## src/rtl/store_buffer_if.sv

```systemverilog
// Data-memory port bundle between the store buffer and the memory system.
// The master drives the load request, store request and load-response ready;
// the memory side drives the readies and the load response.
interface dmem_if #(
    parameter int LDTAG_W = 4
);
    logic               ld_valid;
    logic               ld_ready;
    logic [31:0]        ld_addr;
    logic [LDTAG_W-1:0] ld_tag;

    logic               ld_resp_valid;
    logic               ld_resp_ready;
    logic [63:0]        ld_resp_data;
    logic [LDTAG_W-1:0] ld_resp_tag;

    logic               st_valid;
    logic               st_ready;
    logic [31:0]        st_addr;
    logic [63:0]        st_wdata;
    logic [7:0]         st_wstrb;

    modport master (
        output ld_valid, ld_addr, ld_tag, ld_resp_ready,
        output st_valid, st_addr, st_wdata, st_wstrb,
        input  ld_ready, ld_resp_valid, ld_resp_data, ld_resp_tag, st_ready
    );

    modport slave (
        input  ld_valid, ld_addr, ld_tag, ld_resp_ready,
        input  st_valid, st_addr, st_wdata, st_wstrb,
        output ld_ready, ld_resp_valid, ld_resp_data, ld_resp_tag, st_ready
    );
endinterface

```

## src/rtl/store_buffer.sv

```systemverilog
// Committed-store buffer and load-issue gate.
// Retired stores queue in order and drain one per cycle to dmem; loads that
// overlap any buffered (or same-cycle incoming) store are held back.
// Optional feature macro SB_FWD_EN: forward a load fully covered by exactly
// one buffered store instead of stalling it.
module store_buffer #(
    parameter int SB_DEPTH = 4,
    parameter int LDTAG_W  = 4
) (
    input  logic                       clk,
    input  logic                       rst,
    input  logic                       st_in_valid,
    output logic                       st_in_ready,
    input  logic [31:0]                st_in_addr,
    input  logic [63:0]                st_in_data,
    input  logic [7:0]                 st_in_wstrb,
    input  logic                       ld_in_valid,
    output logic                       ld_in_ready,
    input  logic [31:0]                ld_in_addr,
    input  logic [1:0]                 ld_in_size,
    input  logic [LDTAG_W-1:0]         ld_in_tag,
    output logic                       fwd_valid,
    output logic [63:0]                fwd_data,
    output logic [LDTAG_W-1:0]         fwd_tag,
    output logic                       sb_empty,
    output logic [$clog2(SB_DEPTH):0]  sb_count,
    dmem_if.master                     dmem
);
    localparam int PTR_W = $clog2(SB_DEPTH);
    localparam int CNT_W = PTR_W + 1;

    logic [PTR_W-1:0] head_q, head_d, tail_q, tail_d;
    logic [CNT_W-1:0] count_q, count_d;
    logic             init_q, init_d;
    logic [28:0]      addr_q  [SB_DEPTH];
    logic [28:0]      addr_d  [SB_DEPTH];
    logic [63:0]      data_q  [SB_DEPTH];
    logic [63:0]      data_d  [SB_DEPTH];
    logic [7:0]       wstrb_q [SB_DEPTH];
    logic [7:0]       wstrb_d [SB_DEPTH];

    logic [7:0]          size_mask, lmask;
    logic [PTR_W-1:0]    rel;
    logic [SB_DEPTH-1:0] entry_vld, hit_vec;
    logic                enq, deq, in_hit, conflict, block, fwd_ok;
    logic                unused_ok;

    // Loads are blocked while in reset and on the first cycle after release.
    assign block = rst || init_q;

    assign st_in_ready = !rst && (count_q != CNT_W'(SB_DEPTH));
    assign enq         = st_in_valid && st_in_ready;
    assign deq         = dmem.st_valid && dmem.st_ready;

    assign dmem.st_valid      = !rst && (count_q != '0);
    assign dmem.st_addr       = {addr_q[head_q], 3'b000};
    assign dmem.st_wdata      = data_q[head_q];
    assign dmem.st_wstrb      = wstrb_q[head_q];
    assign dmem.ld_resp_ready = 1'b1;

    assign sb_count = count_q;
    assign sb_empty = (count_q == '0);

    // Byte lanes touched by the incoming load.
    always_comb begin
        case (ld_in_size)
            2'd0:    size_mask = 8'h01;
            2'd1:    size_mask = 8'h03;
            2'd2:    size_mask = 8'h0F;
            default: size_mask = 8'hFF;
        endcase
        lmask = size_mask << ld_in_addr[2:0];
    end

    // Per-entry validity (position relative to head) and overlap with the load.
    always_comb begin
        rel       = '0;
        entry_vld = '0;
        hit_vec   = '0;
        for (int i = 0; i < SB_DEPTH; i++) begin
            rel          = PTR_W'(i) - head_q;
            entry_vld[i] = ({1'b0, rel} < count_q);
            hit_vec[i]   = entry_vld[i] && (addr_q[i] == ld_in_addr[31:3])
                           && ((wstrb_q[i] & lmask) != 8'h00);
        end
    end

    assign in_hit   = enq && (st_in_addr[31:3] == ld_in_addr[31:3])
                      && ((st_in_wstrb & lmask) != 8'h00);
    assign conflict = (hit_vec != '0) || in_hit;

    assign dmem.ld_valid = ld_in_valid && !conflict && !block;
    assign dmem.ld_addr  = ld_in_addr;
    assign dmem.ld_tag   = ld_in_tag;
    assign ld_in_ready   = !block && ((dmem.ld_ready && !conflict) || (conflict && fwd_ok));

`ifdef SB_FWD_EN
    logic [CNT_W-1:0]   hit_cnt;
    logic [63:0]        sel_data, byte_mask;
    logic [7:0]         sel_wstrb;
    logic               fwd_valid_q, fwd_valid_d;
    logic [63:0]        fwd_data_q, fwd_data_d;
    logic [LDTAG_W-1:0] fwd_tag_q, fwd_tag_d;

    // Pick the single overlapping entry and decide whether it covers the load.
    always_comb begin
        hit_cnt   = '0;
        sel_data  = '0;
        sel_wstrb = '0;
        for (int i = 0; i < SB_DEPTH; i++) begin
            if (hit_vec[i]) begin
                hit_cnt   = hit_cnt + 1'b1;
                sel_data  = data_q[i];
                sel_wstrb = wstrb_q[i];
            end
        end
        for (int b = 0; b < 8; b++) begin
            byte_mask[8*b +: 8] = {8{lmask[b]}};
        end
        fwd_ok = !in_hit && (hit_cnt == CNT_W'(1)) && ((sel_wstrb & lmask) == lmask);
    end

    // Forward response is registered; data and tag hold between forwards.
    always_comb begin
        fwd_valid_d = ld_in_valid && !block && conflict && fwd_ok;
        fwd_data_d  = fwd_data_q;
        fwd_tag_d   = fwd_tag_q;
        if (fwd_valid_d) begin
            fwd_data_d = sel_data & byte_mask;
            fwd_tag_d  = ld_in_tag;
        end
    end

    // Forward response registers.
    always_ff @(posedge clk) begin
        if (rst) begin
            fwd_valid_q <= 1'b0;
            fwd_data_q  <= '0;
            fwd_tag_q   <= '0;
        end else begin
            fwd_valid_q <= fwd_valid_d;
            fwd_data_q  <= fwd_data_d;
            fwd_tag_q   <= fwd_tag_d;
        end
    end

    assign fwd_valid = fwd_valid_q;
    assign fwd_data  = fwd_data_q;
    assign fwd_tag   = fwd_tag_q;
`else
    assign fwd_ok    = 1'b0;
    assign fwd_valid = 1'b0;
    assign fwd_data  = '0;
    assign fwd_tag   = '0;
`endif

    // FIFO next state: write at tail, retire at head, count tracks both.
    always_comb begin
        head_d  = head_q;
        tail_d  = tail_q;
        count_d = count_q;
        addr_d  = addr_q;
        data_d  = data_q;
        wstrb_d = wstrb_q;
        init_d  = 1'b0;
        if (enq) begin
            addr_d[tail_q]  = st_in_addr[31:3];
            data_d[tail_q]  = st_in_data;
            wstrb_d[tail_q] = st_in_wstrb;
            tail_d          = tail_q + 1'b1;
        end
        if (deq) begin
            head_d = head_q + 1'b1;
        end
        case ({enq, deq})
            2'b10:   count_d = count_q + 1'b1;
            2'b01:   count_d = count_q - 1'b1;
            default: count_d = count_q;
        endcase
    end

    // FIFO state registers; entry storage needs no reset since count gates it.
    always_ff @(posedge clk) begin
        if (rst) begin
            head_q  <= '0;
            tail_q  <= '0;
            count_q <= '0;
            init_q  <= 1'b1;
        end else begin
            head_q  <= head_d;
            tail_q  <= tail_d;
            count_q <= count_d;
            init_q  <= init_d;
        end
        addr_q  <= addr_d;
        data_q  <= data_d;
        wstrb_q <= wstrb_d;
    end

    // Low address bits of stores and the load response are not used here.
    assign unused_ok = ^{st_in_addr[2:0], dmem.ld_resp_valid, dmem.ld_resp_data,
                         dmem.ld_resp_tag, entry_vld};
endmodule

```

## src/flat_wrapper.sv

```systemverilog
// flat-port wrapper written by rule: the top's interface ports become plain ports
module store_buffer_flat 
#(
    parameter int SB_DEPTH = 4,
    parameter int LDTAG_W  = 4
)
  (clk, rst, st_in_valid, st_in_ready, st_in_addr, st_in_data, st_in_wstrb, ld_in_valid, ld_in_ready, ld_in_addr, ld_in_size, ld_in_tag, fwd_valid, fwd_data, fwd_tag, sb_empty, sb_count, dmem_ld_valid, dmem_ld_addr, dmem_ld_tag, dmem_ld_resp_ready, dmem_st_valid, dmem_st_addr, dmem_st_wdata, dmem_st_wstrb, dmem_ld_ready, dmem_ld_resp_valid, dmem_ld_resp_data, dmem_ld_resp_tag, dmem_st_ready);
  dmem_if #(.LDTAG_W(LDTAG_W)) dmem_i ();
  input  logic clk;
  input  logic rst;
  input  logic st_in_valid;
  output logic st_in_ready;
  input  logic [31:0] st_in_addr;
  input  logic [63:0] st_in_data;
  input  logic [7:0] st_in_wstrb;
  input  logic ld_in_valid;
  output logic ld_in_ready;
  input  logic [31:0] ld_in_addr;
  input  logic [1:0] ld_in_size;
  input  logic [LDTAG_W-1:0] ld_in_tag;
  output logic fwd_valid;
  output logic [63:0] fwd_data;
  output logic [LDTAG_W-1:0] fwd_tag;
  output logic sb_empty;
  output logic [$clog2(SB_DEPTH):0] sb_count;
  output wire logic [$bits(dmem_i.ld_valid)-1:0] dmem_ld_valid;
  output wire logic [$bits(dmem_i.ld_addr)-1:0] dmem_ld_addr;
  output wire logic [$bits(dmem_i.ld_tag)-1:0] dmem_ld_tag;
  output wire logic [$bits(dmem_i.ld_resp_ready)-1:0] dmem_ld_resp_ready;
  output wire logic [$bits(dmem_i.st_valid)-1:0] dmem_st_valid;
  output wire logic [$bits(dmem_i.st_addr)-1:0] dmem_st_addr;
  output wire logic [$bits(dmem_i.st_wdata)-1:0] dmem_st_wdata;
  output wire logic [$bits(dmem_i.st_wstrb)-1:0] dmem_st_wstrb;
  input wire logic [$bits(dmem_i.ld_ready)-1:0] dmem_ld_ready;
  input wire logic [$bits(dmem_i.ld_resp_valid)-1:0] dmem_ld_resp_valid;
  input wire logic [$bits(dmem_i.ld_resp_data)-1:0] dmem_ld_resp_data;
  input wire logic [$bits(dmem_i.ld_resp_tag)-1:0] dmem_ld_resp_tag;
  input wire logic [$bits(dmem_i.st_ready)-1:0] dmem_st_ready;
  assign dmem_ld_valid = dmem_i.ld_valid;
  assign dmem_ld_addr = dmem_i.ld_addr;
  assign dmem_ld_tag = dmem_i.ld_tag;
  assign dmem_ld_resp_ready = dmem_i.ld_resp_ready;
  assign dmem_st_valid = dmem_i.st_valid;
  assign dmem_st_addr = dmem_i.st_addr;
  assign dmem_st_wdata = dmem_i.st_wdata;
  assign dmem_st_wstrb = dmem_i.st_wstrb;
  assign dmem_i.ld_ready = dmem_ld_ready;
  assign dmem_i.ld_resp_valid = dmem_ld_resp_valid;
  assign dmem_i.ld_resp_data = dmem_ld_resp_data;
  assign dmem_i.ld_resp_tag = dmem_ld_resp_tag;
  assign dmem_i.st_ready = dmem_st_ready;
  store_buffer #(.SB_DEPTH(SB_DEPTH), .LDTAG_W(LDTAG_W)) u_core (.clk(clk), .rst(rst), .st_in_valid(st_in_valid), .st_in_ready(st_in_ready), .st_in_addr(st_in_addr), .st_in_data(st_in_data), .st_in_wstrb(st_in_wstrb), .ld_in_valid(ld_in_valid), .ld_in_ready(ld_in_ready), .ld_in_addr(ld_in_addr), .ld_in_size(ld_in_size), .ld_in_tag(ld_in_tag), .fwd_valid(fwd_valid), .fwd_data(fwd_data), .fwd_tag(fwd_tag), .sb_empty(sb_empty), .sb_count(sb_count), .dmem(dmem_i));
endmodule
```

## config.mk

```make
export PLATFORM = sky130hd
export DESIGN_NAME = store_buffer_flat
export DESIGN_NICKNAME = d
export VERILOG_FILES = /design/src/rtl/store_buffer_if.sv /design/src/rtl/store_buffer.sv /design/src/flat_wrapper.sv
export SDC_FILE = /design/constraint.sdc
export NUM_CORES = 1
export LEC_CHECK = 0
export ABC_AREA = 1
export CAP_MARGIN = 10
export CORE_UTILIZATION = 51
export DETAILED_ROUTE_END_ITERATION = 10
export PLACE_DENSITY_LB_ADDON = 0.25
export SYNTH_ARGS = -nofsm -noshare
export SYNTH_HDL_FRONTEND = slang
export SYNTH_SLANG_ARGS = --single-unit
export TNS_END_PERCENT = 5
```

## constraint.sdc

```tcl
create_clock -name clk -period 8 [get_ports clk]
set_clock_uncertainty 0.2 [all_clocks]
set_input_delay 1.6 -clock clk [delete_from_list [all_inputs] [get_ports clk]]
set_output_delay 1.6 -clock clk [all_outputs]
set_load 0.02 [all_outputs]
```

==> impl_metrics.tcl <==
set metrics [dict create \
    synth_compound_area_frac 0.0615 \
    placed_area_mm2 0.0215 \
    hpwl_um 29500 \
    r2r-start "u_core.sb_count[0]" \
    gr-usage-all-layers 0.253 \
    firstDrtPassIters 5 \
    portBuffers 281 \
    cpPeakStageDelay_ns 1.00 \
    drv_cap 0 \
    ys_seq_area_frac 0.651 \
    die_area_mm2 0.0378 \
    dr_wl_met2_um 22800 \
    synthToLayoutAreaGrowth_pct 21.0 \
    insertion_delay_ns 0.54 \
    ir_worst_vdd_uv 211 \
    yosysWarnings 0 \
    syn_inst 1683 \
    worst_hold_slack_ns 0.327 \
    fin_tns_setup_ns 0 \
    path_max_fanout 48 \
    cts_root_buffer "clkbuf_16" \
    n_fill_cell 2866 \
    synth.distinct_cells 37 \
    viasPerCell 5.53 \
    rows 70 \
    status "completed" \
    highest_layer "met5" \
    die_w_um 194 \
    fin_area_mm2 0.0228 \
    r2r-end "u_core.wstrb_q[4]" \
    synthSimpleGateAreaFrac 0.165 \
    synthMuxAreaShare 0 \
    cts.sinks 412 \
    vias 13300 \
    reg2reg_slack_ns 4.52 \
    ys_async_sr_fraction 0 \
    cpMostUsedCell "nand2_1" \
    core_area_mm2 0.0365 \
    drc_errors 0 \
    post_cts_buffers 0 \
    grt_max_degree 87 \
    layout.nets 2131 \
    synth_ff_type "edfxtp_1" \
    hold_viol_final 0 \
    synth_top_family_by_area "simple AND/OR/NAND/NOR gates" \
    cts_resized 0 \
    wirelength_um 48100 \
    synth-edff-count 404 \
    min_to "u_core.sb_count[1]" \
    slowest_stage "nand2_1" \
    post_drt_wl_per_cell_um 20.0 \
    startpoint_type "register" \
    critPathBufInv 2 \
    reg2reg_depth 6 \
    cts.clk_slew.worst_paths_ns 0.06 \
    ys_seq_elements 412 \
    slew_violations 0 \
    fp.dieH_um 194 \
    drive_gt1_frac 0.0450 \
    htreeDepth 2 \
    finalCriticalPeriod_ns 6.71 \
    wl_met3_um 4550 \
    finalCritPeriodShare 0.839 \
    syn_area_mm2 0.0189 \
    cts_buffers 42 \
    tightestPinTransition_ns 1.18 \
    gp_congestion 0.894 \
    fmax_mhz 149 \
    end_kind "primary output" \
    syn_area_per_cell_um2 11.2 \
    hold_depth 2 \
    drt.antenna.violating_nets 0 \
    crit_required_ns 6.20 \
    stdcell_count 2401 \
    drt_iter0_markers 1046 \
    synth_fa_ha_area_frac 0.00703 \
    min_path_type "register to register" \
    crit_family "simple AND/OR/NAND/NOR gates" \
    top_level_ports 435 \
    cp.depth 12 \
    path_cells "clkinv_2 > nand2_1 > nand2_1 > ha_1 > a21oi_1 > or2_0 > nand3_1 > nor2_1 > nand2_1 > nand2_2 > nor3_2 > clkdlybuf4s50_1" \
    start_util 0.517 \
    m1WireLength_um 19500 \
    grt_pass1_vias 13200 \
    synth-xor-area-share 0.0279 \
    cts-hold-fix-buffers 0 \
    relSlewSlack 0.209 \
    cts_tree "done" \
    worstHoldStart "u_core.sb_count[1]" \
    place_inst 2328 \
    worstPathArrival_ns 4.91 \
    rsz0062_at_grt "false" \
    power.density_mw_per_mm2 229 \
    p_leak_nw 8.42 \
    worstSetupPathType "register to primary output" \
    antenna_found_initial 5 \
    overflow 0 \
    setup_viol 0 \
    n_antenna_cell 0 \
    grt_first_pass_wirelength_um 72700 \
    clk_path_buf_depth 3 \
]
-- registers in the layout, summed over array words and instances, names as in the netlist --
register and cells:
u_core.data_q 256, u_core.addr_q 116, u_core.wstrb_q 32, u_core.sb_count 3
u_core.head_q 2, u_core.tail_q 2, u_core.init_q 1
-- placed cells by master (no fill, tap or decap), types with 2 or more instances in the layout --
| cell | instances |
|---|---|
| nor2_1 | 91 |
| a21oi_1 | 10 |
| clkdlybuf4s50_1 | 281 |
| nand2_2 | 3 |
| o221ai_1 | 8 |
| nor2_4 | 6 |
| clkbuf_1 | 16 |
| nand3_1 | 278 |
| conb_1 | 73 |
| xor2_1 | 39 |
| dfxtp_1 | 6 |
| o211ai_1 | 14 |
| nor3_2 | 2 |
| nor2_2 | 2 |
| a22oi_1 | 100 |
| nor3_1 | 10 |
| inv_1 | 120 |
| bufinv_16 | 4 |
| or2_0 | 2 |
| clkinv_2 | 4 |
| buf_4 | 16 |
| inv_6 | 2 |
| ha_1 | 9 |
| dfxtp_4 | 2 |
| clkbuf_16 | 42 |
| o21ai_0 | 25 |
| edfxtp_1 | 404 |
| xnor2_1 | 21 |
| nand2_1 | 325 |
| clkinv_1 | 5 |
| a211oi_1 | 2 |
-- where the power goes --
group / total (W) / leakage [nW] / internal, W / switching (W)
logic: 0.000869 / 4.06 / 0.000340 / 0.000529
clock network: 0.00189 / 0.629 / 0.00110 / 0.000789
registers: 0.00247 / 3.74 / 0.00243 / 0.0000365
-- through the flow --
stage | worst slack [ns] | power, W | util
after floorplan | 0.514 | 0.00301 | -
after global placement | 1.93 | 0.00337 | 0.589
after detailed placement | 1.96 | 0.00338 | 0.589
after CTS | 1.38 | 0.00526 | 0.625
after global routing | 1.05 | 0.00540 | 0.625
final | 1.29 | 0.00523 | 0.625
-- cell type report --
class | instances | area (um2) | area share
clock buffer | 58 | 1110 | 0.0487
clock inverter | 15 | 188 | 0.00822
sequential | 412 | 12300 | 0.539
inverter | 121 | 455 | 0.0200
multi-input combinational | 1030 | 5260 | 0.230
tap | 468 | 586 | 0.0257
timing repair buffer | 297 | 2930 | 0.128
-- synth_stat cells (8+ instances only) --
master      n  area share
buf_4     110       0.044
a21oi_1    10      0.0027
dfxtp_1     8      0.0085
xor2_1     39       0.018
nand2_1   325       0.065
ha_1        9      0.0060
nor3_1     10      0.0027
clkbuf_1   40      0.0080
nand3_1   278       0.074
inv_1     120       0.024
o221ai_1    8      0.0037
xnor2_1    21      0.0097
edfxtp_1  404        0.64
o211ai_1   14      0.0056
o21ai_0    25      0.0066
buf_2      32      0.0085
a22oi_1   100       0.040
nor2_1     97       0.019
-- worst max path at each step --
stage	startpoint	to	slack (ns)
2_1_floorplan	rst	u_core.addr_q[0]	0.51
3_3_place_gp	u_core.head_q[0]	ld_in_ready	1.93
3_5_place_dp	u_core.head_q[0]	dmem_ld_valid	1.96
4_1_cts	u_core.head_q[0]	dmem_ld_valid	1.38
5_1_grt	u_core.head_q[0]	ld_in_ready	1.05
6_report	u_core.head_q[0]	ld_in_ready	1.29
-- worst register-to-register path, stage by stage (launching register included) --
cell and delay, ns:
dfxtp_1 0.47, nor2_1 0.10, a21oi_1 0.16, and2_1 0.33, inv_1 0.28, nor2_4 0.89, buf_4 0.67
-- layer usage --
| layer | up-vias | GRT usage |
|---|---|---|
| met1 | 6404 | 0.317 |
| met5 | - | 0 |
| met2 | 599 | 0.418 |
| met4 | 10 | 0.0920 |
| met3 | 99 | 0.0737 |
| li1 | 6166 | - |
-- kinds of logic (layout without fill, tap and decap cells) --
family	count (synthesis)	after routing
and+or+nand+nor	723	723
DFF	412	412
buffers and inverters	312	491
AOI/OAI and AO/OA	164	164
xor gates and xnor gates	60	60
adders and majority gates	10	10
other	2	73
Note: power is estimated with default switching activity, not from simulation.
